**config.mk**
```make
export PLATFORM = sky130hd
export DESIGN_NAME = cic_seq
export DESIGN_NICKNAME = d
export VERILOG_FILES = /design/src/rtl/cic_seq_pkg.sv /design/src/rtl/cic_seq_strobe_gen.sv /design/src/rtl/cic_seq.sv
export SDC_FILE = /design/constraint.sdc
export NUM_CORES = 1
export LEC_CHECK = 0
export ABC_CLOCK_PERIOD_IN_PS = 2000
export BUFFER_PORTS_ARGS = -buffer_cell sky130_fd_sc_hd__buf_2
export CORE_AREA = 3 3 70 72
export CTS_CLUSTER_SIZE = 20
export DETAILED_ROUTE_END_ITERATION = 12
export DIE_AREA = 0 0 73 75
export PLACE_DENSITY = 0.59
export SLEW_MARGIN = 20
export SYNTH_ARGS = -nofsm -noshare
export SYNTH_HDL_FRONTEND = slang
export SYNTH_SLANG_ARGS = --single-unit
```
**constraint.sdc**
```tcl
create_clock -name clk -period 2 [get_ports clk]
set_input_delay 0.2 -clock clk [delete_from_list [all_inputs] [get_ports clk]]
set_output_delay 0.2 -clock clk [all_outputs]
set_load 0.03 [all_outputs]
```
**src/rtl/cic_seq_pkg.sv**
```systemverilog
// Shared types and constants for the CIC run controller.
package cic_seq_pkg;

    typedef enum logic [1:0] {
        ST_IDLE   = 2'd0,
        ST_SETTLE = 2'd1,
        ST_RUN    = 2'd2
    } state_t;

    localparam int DEF_DIV    = 4;
    localparam int DEF_R      = 2000;
    localparam int DEF_SETTLE = 2;

    // Counter width for a modulus n, never narrower than one bit.
    function automatic int cnt_w(input int n);
        return ($clog2(n) < 1) ? 1 : $clog2(n);
    endfunction

endpackage

```
**src/rtl/cic_seq_strobe_gen.sv**
```systemverilog
// Input-sample strobe divider: one strobe every DIV enabled clocks.
module cic_strobe_gen
    import cic_seq_pkg::*;
#(
    parameter int DIV = DEF_DIV
) (
    input  logic clk,
    input  logic rst_n,
    input  logic ic_en,
    input  logic ic_clr,
    output logic oc_strb
);

    localparam int DW = cnt_w(DIV);
    localparam logic [DW-1:0] DIV_LAST = DW'(DIV - 1);

    logic [DW-1:0] div_q, div_d;

    always_comb begin
        div_d = div_q;
        if (ic_clr) begin
            div_d = '0;
        end else if (ic_en) begin
            div_d = (div_q == DIV_LAST) ? '0 : div_q + 1'b1;
        end
    end

    always_ff @(posedge clk or negedge rst_n) begin
        if (!rst_n) begin
            div_q <= '0;
        end else begin
            div_q <= div_d;
        end
    end

    assign oc_strb = ic_en && !ic_clr && (div_q == DIV_LAST);

endmodule

```
**src/rtl/cic_seq.sv**
```systemverilog
// Run controller for a decimating CIC: paces input strobes, discards the
// start-up transient, forwards output bursts and checks output phase.
module cic_seq
    import cic_seq_pkg::*;
#(
    parameter int DIV    = DEF_DIV,
    parameter int R      = DEF_R,
    parameter int SETTLE = DEF_SETTLE,
    parameter int NBURST = 0,
    parameter int W      = 16
) (
    input  logic         clk,
    input  logic         ic_rst_n,
    input  logic         ic_start,
    input  logic         ic_stop,
    output logic         oc_cic_rst,
    output logic         oc_cic_val,
    input  logic         ic_cic_val,
    input  logic [W-1:0] id_cic_data,
    output logic [W-1:0] od_data,
    output logic         oc_val_data,
    output logic         oc_busy,
    output logic         oc_done,
    output logic         oc_err
);

    localparam int PW = cnt_w(R + 2);
    localparam int SW = cnt_w(SETTLE + 1);
    localparam int BW = cnt_w(NBURST + 1);

    localparam logic [PW-1:0] PH_R     = PW'(R);
    localparam logic [PW-1:0] PH_SAT   = PW'(R + 1);
    localparam logic [SW-1:0] SET_LAST = SW'((SETTLE > 0) ? SETTLE - 1 : 0);
    localparam logic [BW-1:0] NB_LAST  = BW'((NBURST > 0) ? NBURST - 1 : 0);
    localparam bit            BURST_MODE = (NBURST > 0);

    state_t        state_q, state_d;
    logic [PW-1:0] ph_q, ph_d;
    logic [SW-1:0] set_q, set_d;
    logic [BW-1:0] burst_q, burst_d;
    logic          err_q, err_d;
    logic [W-1:0]  data_q, data_d;
    logic          val_q, val_d;
    logic          done_q, done_d;

    logic strb, strb_en, strb_clr;
    logic idle, busy_st, start_ok, val_ok, fwd, last_fwd, settle_last;

    function automatic logic [BW-1:0] burst_inc(input logic [BW-1:0] v);
        return (v == {BW{1'b1}}) ? v : v + 1'b1;
    endfunction

    function automatic logic [PW-1:0] ph_inc(input logic [PW-1:0] v);
        return (v >= PH_SAT) ? PH_SAT : v + 1'b1;
    endfunction

    // The cycle carrying oc_done still counts as busy, so a new run can only
    // start once the CIC has seen at least one reset cycle.
    assign busy_st     = (state_q != ST_IDLE);
    assign idle        = !busy_st && !done_q;
    assign start_ok    = idle && ic_start && !ic_stop;
    assign val_ok      = ic_cic_val && busy_st && !ic_stop;
    assign fwd         = val_ok && (state_q == ST_RUN);
    assign last_fwd    = fwd && BURST_MODE && (burst_q == NB_LAST);
    assign settle_last = val_ok && (state_q == ST_SETTLE) && (set_q == SET_LAST);

    cic_strobe_gen #(
        .DIV(DIV)
    ) u_strobe (
        .clk    (clk),
        .rst_n  (ic_rst_n),
        .ic_en  (strb_en),
        .ic_clr (strb_clr),
        .oc_strb(strb)
    );

    always_ff @(posedge clk or negedge ic_rst_n) begin
        if (!ic_rst_n) begin
            state_q <= ST_IDLE;
        end else begin
            state_q <= state_d;
        end
    end

    always_comb begin
        state_d = state_q;
        case (state_q)
            ST_IDLE: begin
                if (start_ok) begin
                    state_d = (SETTLE > 0) ? ST_SETTLE : ST_RUN;
                end
            end
            ST_SETTLE: begin
                if (ic_stop) begin
                    state_d = ST_IDLE;
                end else if (settle_last) begin
                    state_d = ST_RUN;
                end
            end
            ST_RUN: begin
                if (ic_stop || last_fwd) begin
                    state_d = ST_IDLE;
                end
            end
            default: state_d = ST_IDLE;
        endcase
    end

    always_comb begin
        strb_en    = busy_st;
        strb_clr   = start_ok;
        oc_busy    = busy_st || done_q;
        oc_cic_rst = !(busy_st || done_q);
    end

    assign oc_cic_val = strb;

    always_comb begin
        set_d   = set_q;
        burst_d = burst_q;
        ph_d    = ph_q;
        err_d   = err_q;
        if (start_ok) begin
            set_d   = '0;
            burst_d = '0;
            ph_d    = '0;
            err_d   = 1'b0;
        end else if (busy_st) begin
            if (val_ok && (state_q == ST_SETTLE)) begin
                set_d = set_q + 1'b1;
            end
            if (fwd) begin
                burst_d = burst_inc(burst_q);
            end
            // Phase check: exactly R strobes must separate consecutive outputs.
            if (ic_cic_val) begin
                ph_d = strb ? PW'(1) : '0;
                if (ph_q != PH_R) begin
                    err_d = 1'b1;
                end
            end else if (strb) begin
                if (ph_q == PH_R) begin
                    err_d = 1'b1;
                end
                ph_d = ph_inc(ph_q);
            end
        end
    end

    always_comb begin
        data_d = fwd ? id_cic_data : data_q;
        val_d  = fwd;
        done_d = last_fwd;
    end

    always_ff @(posedge clk or negedge ic_rst_n) begin
        if (!ic_rst_n) begin
            ph_q    <= '0;
            set_q   <= '0;
            burst_q <= '0;
            err_q   <= 1'b0;
            data_q  <= '0;
            val_q   <= 1'b0;
            done_q  <= 1'b0;
        end else begin
            ph_q    <= ph_d;
            set_q   <= set_d;
            burst_q <= burst_d;
            err_q   <= err_d;
            data_q  <= data_d;
            val_q   <= val_d;
            done_q  <= done_d;
        end
    end

    assign od_data     = data_q;
    assign oc_val_data = val_q;
    assign oc_done     = done_q;
    assign oc_err      = err_q;

endmodule
```
==> summary.md, run 1 <==
| Metric | Value |
|---|---|
| Detailed-route via count | `~1,400` |
| Leakage power | `between 1 and 1.5 nW` |
| Post-Route Setup TNS | `0 ns` |
| Path class of the lowest-slack min-delay path | `input port to asynchronous set/reset pin` |
| Post-synthesis share of cell area spent on xor and xnor gates | `1.01%` |
| Overall overflow remaining after global route | `0` |
| Clock tree from TritonCTS | `done` |
| Category of the worst setup path launch point | `flop` |
| DR WL/cell | `between 10 and 15 µm` |
| Count of synthesis-stage warnings from yosys | `0` |
| Crit path capture type | `flop` |
| Fraction of synthesized area in multiplexers | `slightly above 10%` |
| Final Hold Viols | `7` |
| Routed vias/inst | `roughly 5.2` |
| Outcome | `finished with violations` |
| Die boundary height | `75 µm` |
| CP Max Fanout | `11` |
| Growth of design area from synthesis to finish | `20.1%` |
| Source-to-sink clock delay at the later pin of the worst-skew pair | `0.28 ns` |
| Power consumption | `2.04 mW` |
| Netlist area before placement | `about 0.0017 mm²` |
| Final antenna-violating net count | `0` |
| Normalized max-slew margin | `48.7%` |
| Share of the yosys chip area belonging to registers | `50.4%` |
| Die area | `~0.0055 mm²` |
| Critical path arrival | `1.99 ns` |
| Post-Synth Simple-Gate Area | `17.6%` |
| Combinational family with the most area after synthesis | `simple AND/OR/NAND/NOR gates` |
| Number of global-route vias before repair | `1,289` |
| Post-CTS clock slew at the launch and capture registers of the worst setup and hold paths | `0.07 ns` |
| Worst Hold Margin | `-0.00567 ns` |
| Wire length of the first global-routing pass | `about 5800 µm` |
| Final setup violation count | `0` |
| WL final | `3440 µm` |
| All-Layer GR Usage | `13.8%` |
| Core area | `0.00435 mm²` |
| Required time of the critical path | `2.17 ns` |
| Most area-consuming cells after synthesis | `sky130_fd_sc_hd__dfrtp_1, sky130_fd_sc_hd__mux2_1, sky130_fd_sc_hd__ha_1` |
| Violations in the final reports | `hold timing` |
| Min Clock Period, post-route | `1.82 ns` |
| Adder-Cell Fraction of Synth Area | `3.60%` |
| Worst r2r path cells | `6` |
| Residual DRC count | `0` |
| Maximum operating frequency | `549 MHz` |
| Average instance area after synthesis | `10.9 µm²` |
| Level count of the clock H-tree | `2` |
| Buffer count from post-CTS setup fixing | `0` |
| Cell count after synthesis | `around 160` |
| Total power per unit cell area | `977 mW/mm²` |
| Net total in the final layout | `232` |
| Port bufs | `roughly 40` |
| Final setup skew | `0.00189 ns` |
| Buffers from clock root to sink, at most | `2` |
| Worst R2R Setup Slack | `0.18 ns` |
| Largest net degree at the start of global routing | `36` |
| Max rail drop VDD | `532 µV` |
| Layout cell share with drive strength beyond 1 | `29.0%` |
| Post-synthesis net count | `185` |
| Library cell with the largest summed area after synthesis | `sky130_fd_sc_hd__dfrtp_1` |
| Max-cap violation count | `0` |
| Final critical-path share of the clock period | `slightly above 90%` |
| Complex-gate fraction of the synthesized area | `12.7%` |
| Proportion of netlist area held by the largest area contributor | `50.4%` |
| Top-level port count | `43` |
| Start point of the critical path | `ph_q[1]` |
| Width of the die | `73 µm` |
| Total CTS buffers | `5` |
| First-pass iteration count of the detailed router | `4` |
| Critical register-to-register path endpoint | `ph_q[9]` |
| Number of library cell types mapped by synthesis | `46` |
| Final HPWL from detailed placement | `between 2000 and 3000 µm` |
| Unrepaired setup endpoints after global routing | `false` |
| Last element of the critical path | `ph_q[9]` |
| Effective utilization at floorplan | `39.9%` |
| Number of antenna violations at the first check in global routing | `0` |
| Final GP Congestion | `around 0.8` |
| DRC marker count from the first detailed-route iteration | `81` |
| Number of cell rows | `24` |
| Cell chosen for the clock root | `sky130_fd_sc_hd__clkbuf_8` |
| Count of pins over their slew limit | `0` |
| Critical setup path kind | `flop to flop` |
| Launch instance of the worst register-to-register path | `ph_q[1]` |
| CTS sink cnt | `35` |
| Synthesized flop and latch total | `35` |
| Slew at the pin closest to its max-slew limit | `0.770 ns` |
| Diode insertion count for antenna repair | `0` |
==> worst max-delay path, cell delays in order (launching register included) <==
cell,delay [ns]
sky130_fd_sc_hd__dfrtp_1,0.41
sky130_fd_sc_hd__inv_1,0.10
sky130_fd_sc_hd__ha_1,0.18
sky130_fd_sc_hd__o41ai_1,0.36
sky130_fd_sc_hd__a211o_2,0.31
sky130_fd_sc_hd__o21ai_0,0.12
sky130_fd_sc_hd__a22o_1,0.23
==> worst min-delay path by stage <==
stage               cells past startpoint           to      from
global placement                        1   od_data[1]  ic_rst_n
detailed placement                      1   od_data[1]  ic_rst_n
CTS                                     1  od_data[15]  ic_rst_n
floorplan                               0       oc_err  ic_rst_n
finish                                  1  od_data[15]  ic_rst_n
global route                            1  od_data[15]  ic_rst_n
==> kinds of logic (layout without fill, tap and decap cells) <==
family,Yosys count,count (layout)
compound gates,35,35
other cells,1,1
buf+inv,15,63
flops,35,35
fa+ha+maj,5,5
simple gates,50,50
mux,16,16
xor+xnor,2,2
==> placed cells by master (no fill, tap or decap), drive strengths merged, types with 3 or more instances in the layout <==
| master | Yosys | final |
|---|---|---|
| clkbuf | 1 | 7 |
| nor3 | 3 | 3 |
| a31oi | 5 | 5 |
| o21ai | 14 | 14 |
| nand2b | 3 | 3 |
| nand3 | 7 | 7 |
| buf | 5 | 46 |
| inv | 9 | 9 |
| dfrtp | 35 | 35 |
| nor2 | 10 | 10 |
| mux2 | 16 | 16 |
| a21oi | 4 | 4 |
| nand2 | 10 | 10 |
| ha | 5 | 5 |
==> per-layer routing <==
metal	part of all wire [%]	up-vias	wire length (µm)	global-route usage (%)
met5	0	-	0	0
met4	0.84	0	29	5.53
met3	8.6	2	295	4.41
met2	48	49	1640	23.5
met1	43	650	1470	16.2
li1	-	658	-	-
==> registers in the layout (all words and copies together), names as in the netlist <==
signal and count:
od_data 16, ph_q 11, set_q 2, state_q 2, u_strobe.div_q 2, oc_err 1
oc_val_data 1
==> synthesized netlist by cell type, drive strengths merged <==
cell	instances
a22o	1
and4bb	1
clkbuf	1
a211o	1
and3	2
a21oi	4
ha	5
nand4	2
or2	2
nand3	7
o31a	2
mux2	16
a31oi	5
nand2	10
inv	9
or3	1
nand2b	3
and2	1
nor2b	2
nor3b	1
dfrtp	35
nor3	3
conb	1
nand4b	2
xor2	1
xnor2	1
nor4	1
o21a	1
nor2	10
o211ai	1
o2bb2ai	1
a21o	2
nor4b	1
nand3b	1
a211oi	1
buf	5
o22a	1
o21ai	14
o41ai	1
==> metrics by stage <==
stage | setup WS (ns) | std cells | area (µm²) | utilization [%]
finish | 0.180 | 259 | 2090 | 48.0
global route | 0.0762 | 259 | 2090 | 48.0
CTS | 0.0698 | 259 | 2090 | 48.0
detailed placement | 0.0899 | 251 | 2010 | 46.1
global placement | 0.150 | 251 | 2010 | 46.1
floorplan | 0.224 | 159 | 1740 | -
==> area by class of cell <==
type	count	area (µm²)
fillers	418	2260
flip-flops and latches	35	876
multi-input cells	109	791
repair buffers	46	243
clock buffers	7	76.3
well taps	52	65.1
inverters	9	33.8
clock inverters	1	5.00
==> what timing repair did <==
action,in CTS,in global routing
gates resized for setup,0,1
setup endpoints to repair,0,2
hold buffers,0,0
==> report_power, final <==
part           total [mW]  internal (mW)  switching (mW)
Sequential          0.917          0.843          0.0739
Combinational       0.649          0.235           0.414
Clock               0.475          0.244           0.231
Power figures use the tool's default switching activity.
==> run 2, diff against run 1 <==
- CORE_AREA: 3 3 70 72 -> 3 3 63 65
- DIE_AREA: 0 0 73 75 -> 0 0 66 68
- PLACE_DENSITY: 0.59 -> 0.71
==> summary.md, run 2 (synthesis gave the netlist of run 1 again) <==
| Metric | Value |
|---|---|
| Outcome | `completed` |
| Number of cell rows | `21` |
| Leading cell type in the layout, fill and taps excluded | `sky130_fd_sc_hd__buf_2` |
| Final setup skew | `0.00756 ns` |
| Routed vias/inst | `between 5 and 6` |
| Wire length of the first global-routing pass | `roughly 5700 µm` |
| Cell chosen for the clock root | `sky130_fd_sc_hd__clkbuf_4` |
| Final GP Congestion | `approximately 0.96` |
| Min Clock Period, post-route | `1.95 ns` |
| Source-to-sink clock delay at the later pin of the worst-skew pair | `0.33 ns` |
| Die boundary height | `68 µm` |
| Crit path capture type | `flop` |
| Post-CTS clock slew at the launch and capture registers of the worst setup and hold paths | `~0.10 ns` |
| Final critical-path share of the clock period | `97.5%` |
| Worst r2r path cells | `7` |
| Required time of the critical path | `2.24 ns` |
| Level count of the clock H-tree | `2` |
| Slew at the pin closest to its max-slew limit | `0.751 ns` |
| Utilization of the core after routing | `61.4%` |
| CP Max Fanout | `7` |
| All-Layer GR Usage | `16.9%` |
| Gate power share | `between 30% and 40%` |
| Residual DRC count | `0` |
| Growth of design area from synthesis to finish | `19.6%` |
| Max rail drop VDD | `roughly 660 µV` |
| Number of global-route vias before repair | `1,281` |
| Final setup violation count | `0` |
| Port bufs | `41` |
| First-pass iteration count of the detailed router | `4` |
| Number of flip-flops in the largest register | `16` |
| Post-Route Setup TNS | `0 ns` |
| Count of pins over their slew limit | `0` |
| WL final | `between 3000 and 4000 µm` |
| Normalized max-slew margin | `49.9%` |
| CTS sink cnt | `35` |
| Net total in the final layout | `235` |
| Max-cap violation count | `0` |
| Hold Path Depth | `2` |
| Width of the die | `about 66 µm` |
| Buffers from clock root to sink, at most | `2` |
| Worst R2R Setup Slack | `around 0.050 ns` |
| Proportion of power drawn by the clock network | `18.8%` |
| Final Hold Viols | `0` |
| Final HPWL from detailed placement | `2530 µm` |
| Total power per unit cell area | `926 mW/mm²` |
| Number of antenna violations at the first check in global routing | `0` |
| Overall overflow remaining after global route | `0` |
| Cells after DPL | `245` |
| Path class of the lowest-slack min-delay path | `input port to flop` |
| Clock tree from TritonCTS | `done` |
| Die area | `0.00449 mm²` |
| Core area | `0.00339 mm²` |
| Sequential group share of total power | `47.7%` |
| DRC marker count from the first detailed-route iteration | `58` |
| Largest net degree at the start of global routing | `36` |
| Net Sw Frac | `37.1%` |
| Critical setup path kind | `flop to flop` |
| Top-level port count | `43` |
| Internal power | `1.21 mW` |
| Commonest non-fill, non-tap cells in the layout | `sky130_fd_sc_hd__buf_2, sky130_fd_sc_hd__dfrtp_1, sky130_fd_sc_hd__mux2_1` |
| Detailed-route via count | `1,393` |
| DR WL/cell | `13.6 µm` |
| Category of the worst setup path launch point | `flop` |
| Leakage power | `1.03 nW` |
| Diode insertion count for antenna repair | `0` |
| Maximum operating frequency | `513 MHz` |
| Critical path arrival | `2.19 ns` |
| Net switching power | `0.714 mW` |
| Final Non-Filler Cells | `256` |
| Final antenna-violating net count | `0` |
| Layout cell share with drive strength beyond 1 | `30.0%` |
| Power consumption | `1.93 mW` |
| Effective utilization at floorplan | `51.3%` |
| Total CTS buffers | `5` |
[run 2: cell count changes in the layout (fill, tap and decap cells not counted)]
cell	before	now
sky130_fd_sc_hd__clkbuf_1	2	1
sky130_fd_sc_hd__clkbuf_4	0	5
sky130_fd_sc_hd__clkbuf_8	5	0
sky130_fd_sc_hd__clkinvlp_4	0	1
sky130_fd_sc_hd__buf_4	5	7
sky130_fd_sc_hd__dlygate4sd3_1	0	1
[run 2: final cells by class]
| type | instances | area [µm²] |
|---|---|---|
| fill | 285 | 1310 |
| sequential | 35 | 876 |
| multi-input combinational | 109 | 791 |
| timing repair buffer | 49 | 268 |
| tap | 46 | 57.6 |
| clock buffer | 6 | 41.3 |
| inverter | 9 | 33.8 |
| clock inverter | 2 | 12.5 |
[run 2: per-layer routing]
metal | vias up | track usage (%) | share of wire, %
li1 | 666 | - | -
met1 | 662 | 19.0 | 41
met2 | 58 | 29.9 | 50
met3 | 7 | 4.11 | 7.8
met4 | 0 | 8.38 | 1.6
met5 | - | 0 | 0
[run 2: timing repair]
| action | in CTS | in global routing |
|---|---|---|
| hold buffers | 1 | 0 |
| endpoints found under the setup margin | 0 | 5 |
| resized for setup | 0 | 1 |
| setup buffers | 0 | 2 |
| endpoints found under the hold margin | 35 | 0 |
[run 2: critical path, cell delays in order (launching register included)]
cell                      delay (ns)
sky130_fd_sc_hd__dfrtp_1        0.43
sky130_fd_sc_hd__inv_1          0.10
sky130_fd_sc_hd__ha_1           0.19
sky130_fd_sc_hd__o41ai_1        0.45
sky130_fd_sc_hd__a211o_2        0.25
sky130_fd_sc_hd__buf_4          0.16
sky130_fd_sc_hd__a31oi_1        0.09
sky130_fd_sc_hd__o21a_1         0.17
[run 2: final timing paths]
| path | startpoint | endpoint |
|---|---|---|
| setup reg to reg | ph_q[1] | ph_q[0] |
| min in group asynchronous | ic_rst_n | od_data[5] |
| hold reg to reg | od_data[9] | od_data[9] |
| setup / recovery | ph_q[1] | ph_q[0] |
| max in group asynchronous | ic_rst_n | set_q[0] |
| hold / removal | id_cic_data[8] | od_data[8] |
[run 2: power by group through the flow]
stage	combinational [mW]	clock [mW]	sequential [mW]
after global placement	0.632	0	0.921
after floorplan	0.263	0	1.11
after global routing	0.709	0.412	0.937
after CTS	0.653	0.376	0.921
final	0.645	0.362	0.919
after detailed placement	0.650	0	0.936
[run 2: through the flow]
step                      instance area (µm²)  hold WS [ns]  setup slack, ns
after floorplan                          1740       -0.0956            0.224
after global placement                   2000         0.302            0.197
after detailed placement                 2000         0.314           0.0962
after CTS                                2060        0.0652           0.0555
after global routing                     2080        0.0519          -0.0863
final                                    2080        0.0798           0.0496
==> run 3, diff against run 2 <==
- ABC_AREA: not set -> 1
- CORE_AREA: 3 3 63 65 -> 3 3 64 66
- DIE_AREA: 0 0 66 68 -> 0 0 67 69
==> summary.md, run 3 <==
| Metric | Value |
|---|---|
| Outcome | `finished with violations` |
| Violations in the final reports | `hold timing` |
| DR WL/cell | `10.7 µm` |
| Library cell with the largest summed area after synthesis | `sky130_fd_sc_hd__dfrtp_1` |
| Residual DRC count | `0` |
| Hold-fix buffers at CTS | `0` |
| Number of cell rows | `22` |
| Total power per unit cell area | `1010 mW/mm²` |
| Uppermost layer routed | `met4` |
| First-pass iteration count of the detailed router | `4` |
| Maximum operating frequency | `about 640 MHz` |
| Final critical-path share of the clock period | `77.6%` |
| Final setup violation count | `0` |
| Leakage power | `1.16 nW` |
| Main synth FF type | `sky130_fd_sc_hd__dfrtp_1` |
| Effective utilization at floorplan | `48.9%` |
| WL final | `3370 µm` |
| Synthesized flop and latch total | `35` |
| Overall overflow remaining after global route | `0` |
| Growth of design area from synthesis to finish | `19.6%` |
| Normalized max-slew margin | `between 50% and 60%` |
| Unrepaired setup endpoints after global routing | `false` |
| Critical setup path kind | `flop to flop` |
| Cell count after synthesis | `220` |
| Power consumption | `~2.1 mW` |
| Commonest non-fill, non-tap cells in the layout | `sky130_fd_sc_hd__nand2_1, sky130_fd_sc_hd__buf_2, sky130_fd_sc_hd__dfrtp_1` |
| Crit path capture type | `flop` |
| Number of flip-flops in the largest register | `16` |
| Number of global-route vias before repair | `1,368` |
| Buffers from clock root to sink, at most | `2` |
| Number of library cell types mapped by synthesis | `28` |
| Slew at the pin closest to its max-slew limit | `0.748 ns` |
| Post_cts resized | `0` |
| Max rail drop VDD | `648 µV` |
| Netlist area before placement | `0.00178 mm²` |
| Met2 routed WL | `about 1600 µm` |
| Final antenna-violating net count | `0` |
| Cell chosen for the clock root | `sky130_fd_sc_hd__clkbuf_8` |
| Share of the yosys chip area belonging to registers | `about 49%` |
| Die area | `0.00462 mm²` |
| Count of pins over their slew limit | `0` |
| Category of the worst setup path launch point | `flop` |
| Post-CTS clock slew at the launch and capture registers of the worst setup and hold paths | `0.07 ns` |
| Largest net degree at the start of global routing | `36` |
| Layout cell share with drive strength beyond 1 | `approximately a quarter` |
| CP Max Fanout | `15` |
| Count of synthesis-stage warnings from yosys | `0` |
| Max-cap violation count | `0` |
| CTS sink cnt | `35` |
| Required time of the critical path | `2.17 ns` |
| Ys async rst share | `100%` |
| Buffer count from post-CTS setup fixing | `0` |
| Min Clock Period, post-route | `approximately 1.6 ns` |
| Final Hold Viols | `35` |
| Leading cell type in the layout, fill and taps excluded | `sky130_fd_sc_hd__nand2_1` |
| Core area | `0.00363 mm²` |
| Diode insertion count for antenna repair | `0` |
| Worst Hold Margin | `-0.0161 ns` |
| Die boundary height | `around 69 µm` |
| DRC marker count from the first detailed-route iteration | `80` |
| Clock tree from TritonCTS | `done` |
| Width of the die | `67 µm` |
| EDFF count, synth | `0` |
| Routed metal-1 wirelength | `~1500 µm` |
| Most area-consuming cells after synthesis | `sky130_fd_sc_hd__dfrtp_1, sky130_fd_sc_hd__nand2_1, sky130_fd_sc_hd__inv_1` |
| Number of antenna violations at the first check in global routing | `0` |
| Path class of the lowest-slack min-delay path | `input port to asynchronous set/reset pin` |
| Detailed-route via count | `1,490` |
| Post-synthesis net count | `246` |
| Proportion of netlist area held by the largest area contributor | `49.3%` |
| Most numerous cell in the Yosys netlist | `sky130_fd_sc_hd__nand2_1` |
| Met3 Wirelength | `179 µm` |
| Critical path arrival | `1.72 ns` |
| Final GP Congestion | `a little over 0.8` |
| Average instance area after synthesis | `8.08 µm²` |
| Wire length of the first global-routing pass | `5970 µm` |
| Level count of the clock H-tree | `2` |
| Most frequent cells after synthesis | `sky130_fd_sc_hd__nand2_1, sky130_fd_sc_hd__dfrtp_1, sky130_fd_sc_hd__inv_1, sky130_fd_sc_hd__nor2_1, sky130_fd_sc_hd__nand3_1` |
| Port bufs | `41` |
| Post-Route Setup TNS | `0 ns` |
| Source-to-sink clock delay at the later pin of the worst-skew pair | `between 0.2 and 0.3 ns` |
| Net total in the final layout | `about 290` |
| All-Layer GR Usage | `16.4%` |
| Total CTS buffers | `5` |
| Final HPWL from detailed placement | `2550 µm` |
| Routed vias/inst | `4.75` |
| Top-level port count | `between 40 and 50` |
| Final setup skew | `between 0.008 and 0.009 ns` |
run 3: cell count changes after synthesis, moves of 5 or more:
cell / before / now
sky130_fd_sc_hd__nand2_1: 10 / 83
sky130_fd_sc_hd__mux2_1: 16 / 0
sky130_fd_sc_hd__inv_1: 7 / 21
sky130_fd_sc_hd__nor2_1: 9 / 19
sky130_fd_sc_hd__o21ai_1: 11 / 5
sky130_fd_sc_hd__a31oi_1: 5 / 0
run 3: path summary, 6_finish.rpt:
check	cells past startpoint	endpoint	slack, ns	from
hold reg to reg	2	od_data[4]	0.47	od_data[4]
setup reg to reg	8	ph_q[5]	0.45	u_strobe.div_q[0]
min in group clk	3	od_data[1]	0.11	id_cic_data[1]
max in group asynchronous	1	u_strobe.div_q[0]	1.54	ic_rst_n
hold / removal	1	ph_q[2]	-0.02	ic_rst_n
setup / recovery	8	ph_q[5]	0.45	u_strobe.div_q[0]
run 3: final cells by class:
cell class	count	area (µm²)
Multi-Input combinational cell	155	767
Clock inverter	3	43.8
Timing Repair Buffer	42	213
Fill cell	367	1510
Clock buffer	5	68.8
Inverter	26	97.6
Sequential cell	35	876
Tap cell	48	60.1
run 3: logic make-up (layout without fill, tap and decap cells):
family	Yosys count	after routing	share of synthesized area [%]
and+or+nand+nor	125	125	30.5
adders and majority gates	5	5	3.52
AOI/OAI and AO/OA	19	19	6.47
DFF	35	35	49.3
other	1	1	0.211
buffers and inverters	30	76	7.60
xor gates and xnor gates	5	5	2.46
run 3: worst max-delay path: stages, from the launching register on:
cell and delay (ns):
sky130_fd_sc_hd__dfrtp_1 0.39, sky130_fd_sc_hd__ha_1 0.21, sky130_fd_sc_hd__inv_1 0.06, sky130_fd_sc_hd__nor2_2 0.05, sky130_fd_sc_hd__inv_2 0.09, sky130_fd_sc_hd__nand3_2 0.26
sky130_fd_sc_hd__nand2_1 0.16, sky130_fd_sc_hd__xor2_1 0.16, sky130_fd_sc_hd__nor2_1 0.06
run 3: through the flow:
stage / util (%) / setup slack (ns) / hold WS, ns / instance area [µm²] / cells
after floorplan: - / 0.488 / -0.0956 / 1780 / 220
after global placement: 55.4 / 0.469 / 0.317 / 2010 / 306
after detailed placement: 55.4 / 0.446 / 0.318 / 2010 / 306
after CTS: 58.5 / 0.427 / 0.00376 / 2130 / 314
after global routing: 58.5 / 0.272 / 0.0432 / 2130 / 314
final: 58.5 / 0.447 / -0.0161 / 2130 / 314
run 3: where the power goes:
group / internal (mW) / switching [mW] / total (mW)
clock: 0.371 / 0.252 / 0.623
combinational: 0.202 / 0.401 / 0.603
sequential: 0.831 / 0.0862 / 0.917
total: 1.40 / 0.739 / 2.14
run 3: metal layers:
layer | up-vias | track usage, %
met1 | 685 | 21.8
met3 | 2 | 4.23
met2 | 33 | 25.8
li1 | 770 | -
met5 | - | 0
met4 | 0 | 5.41
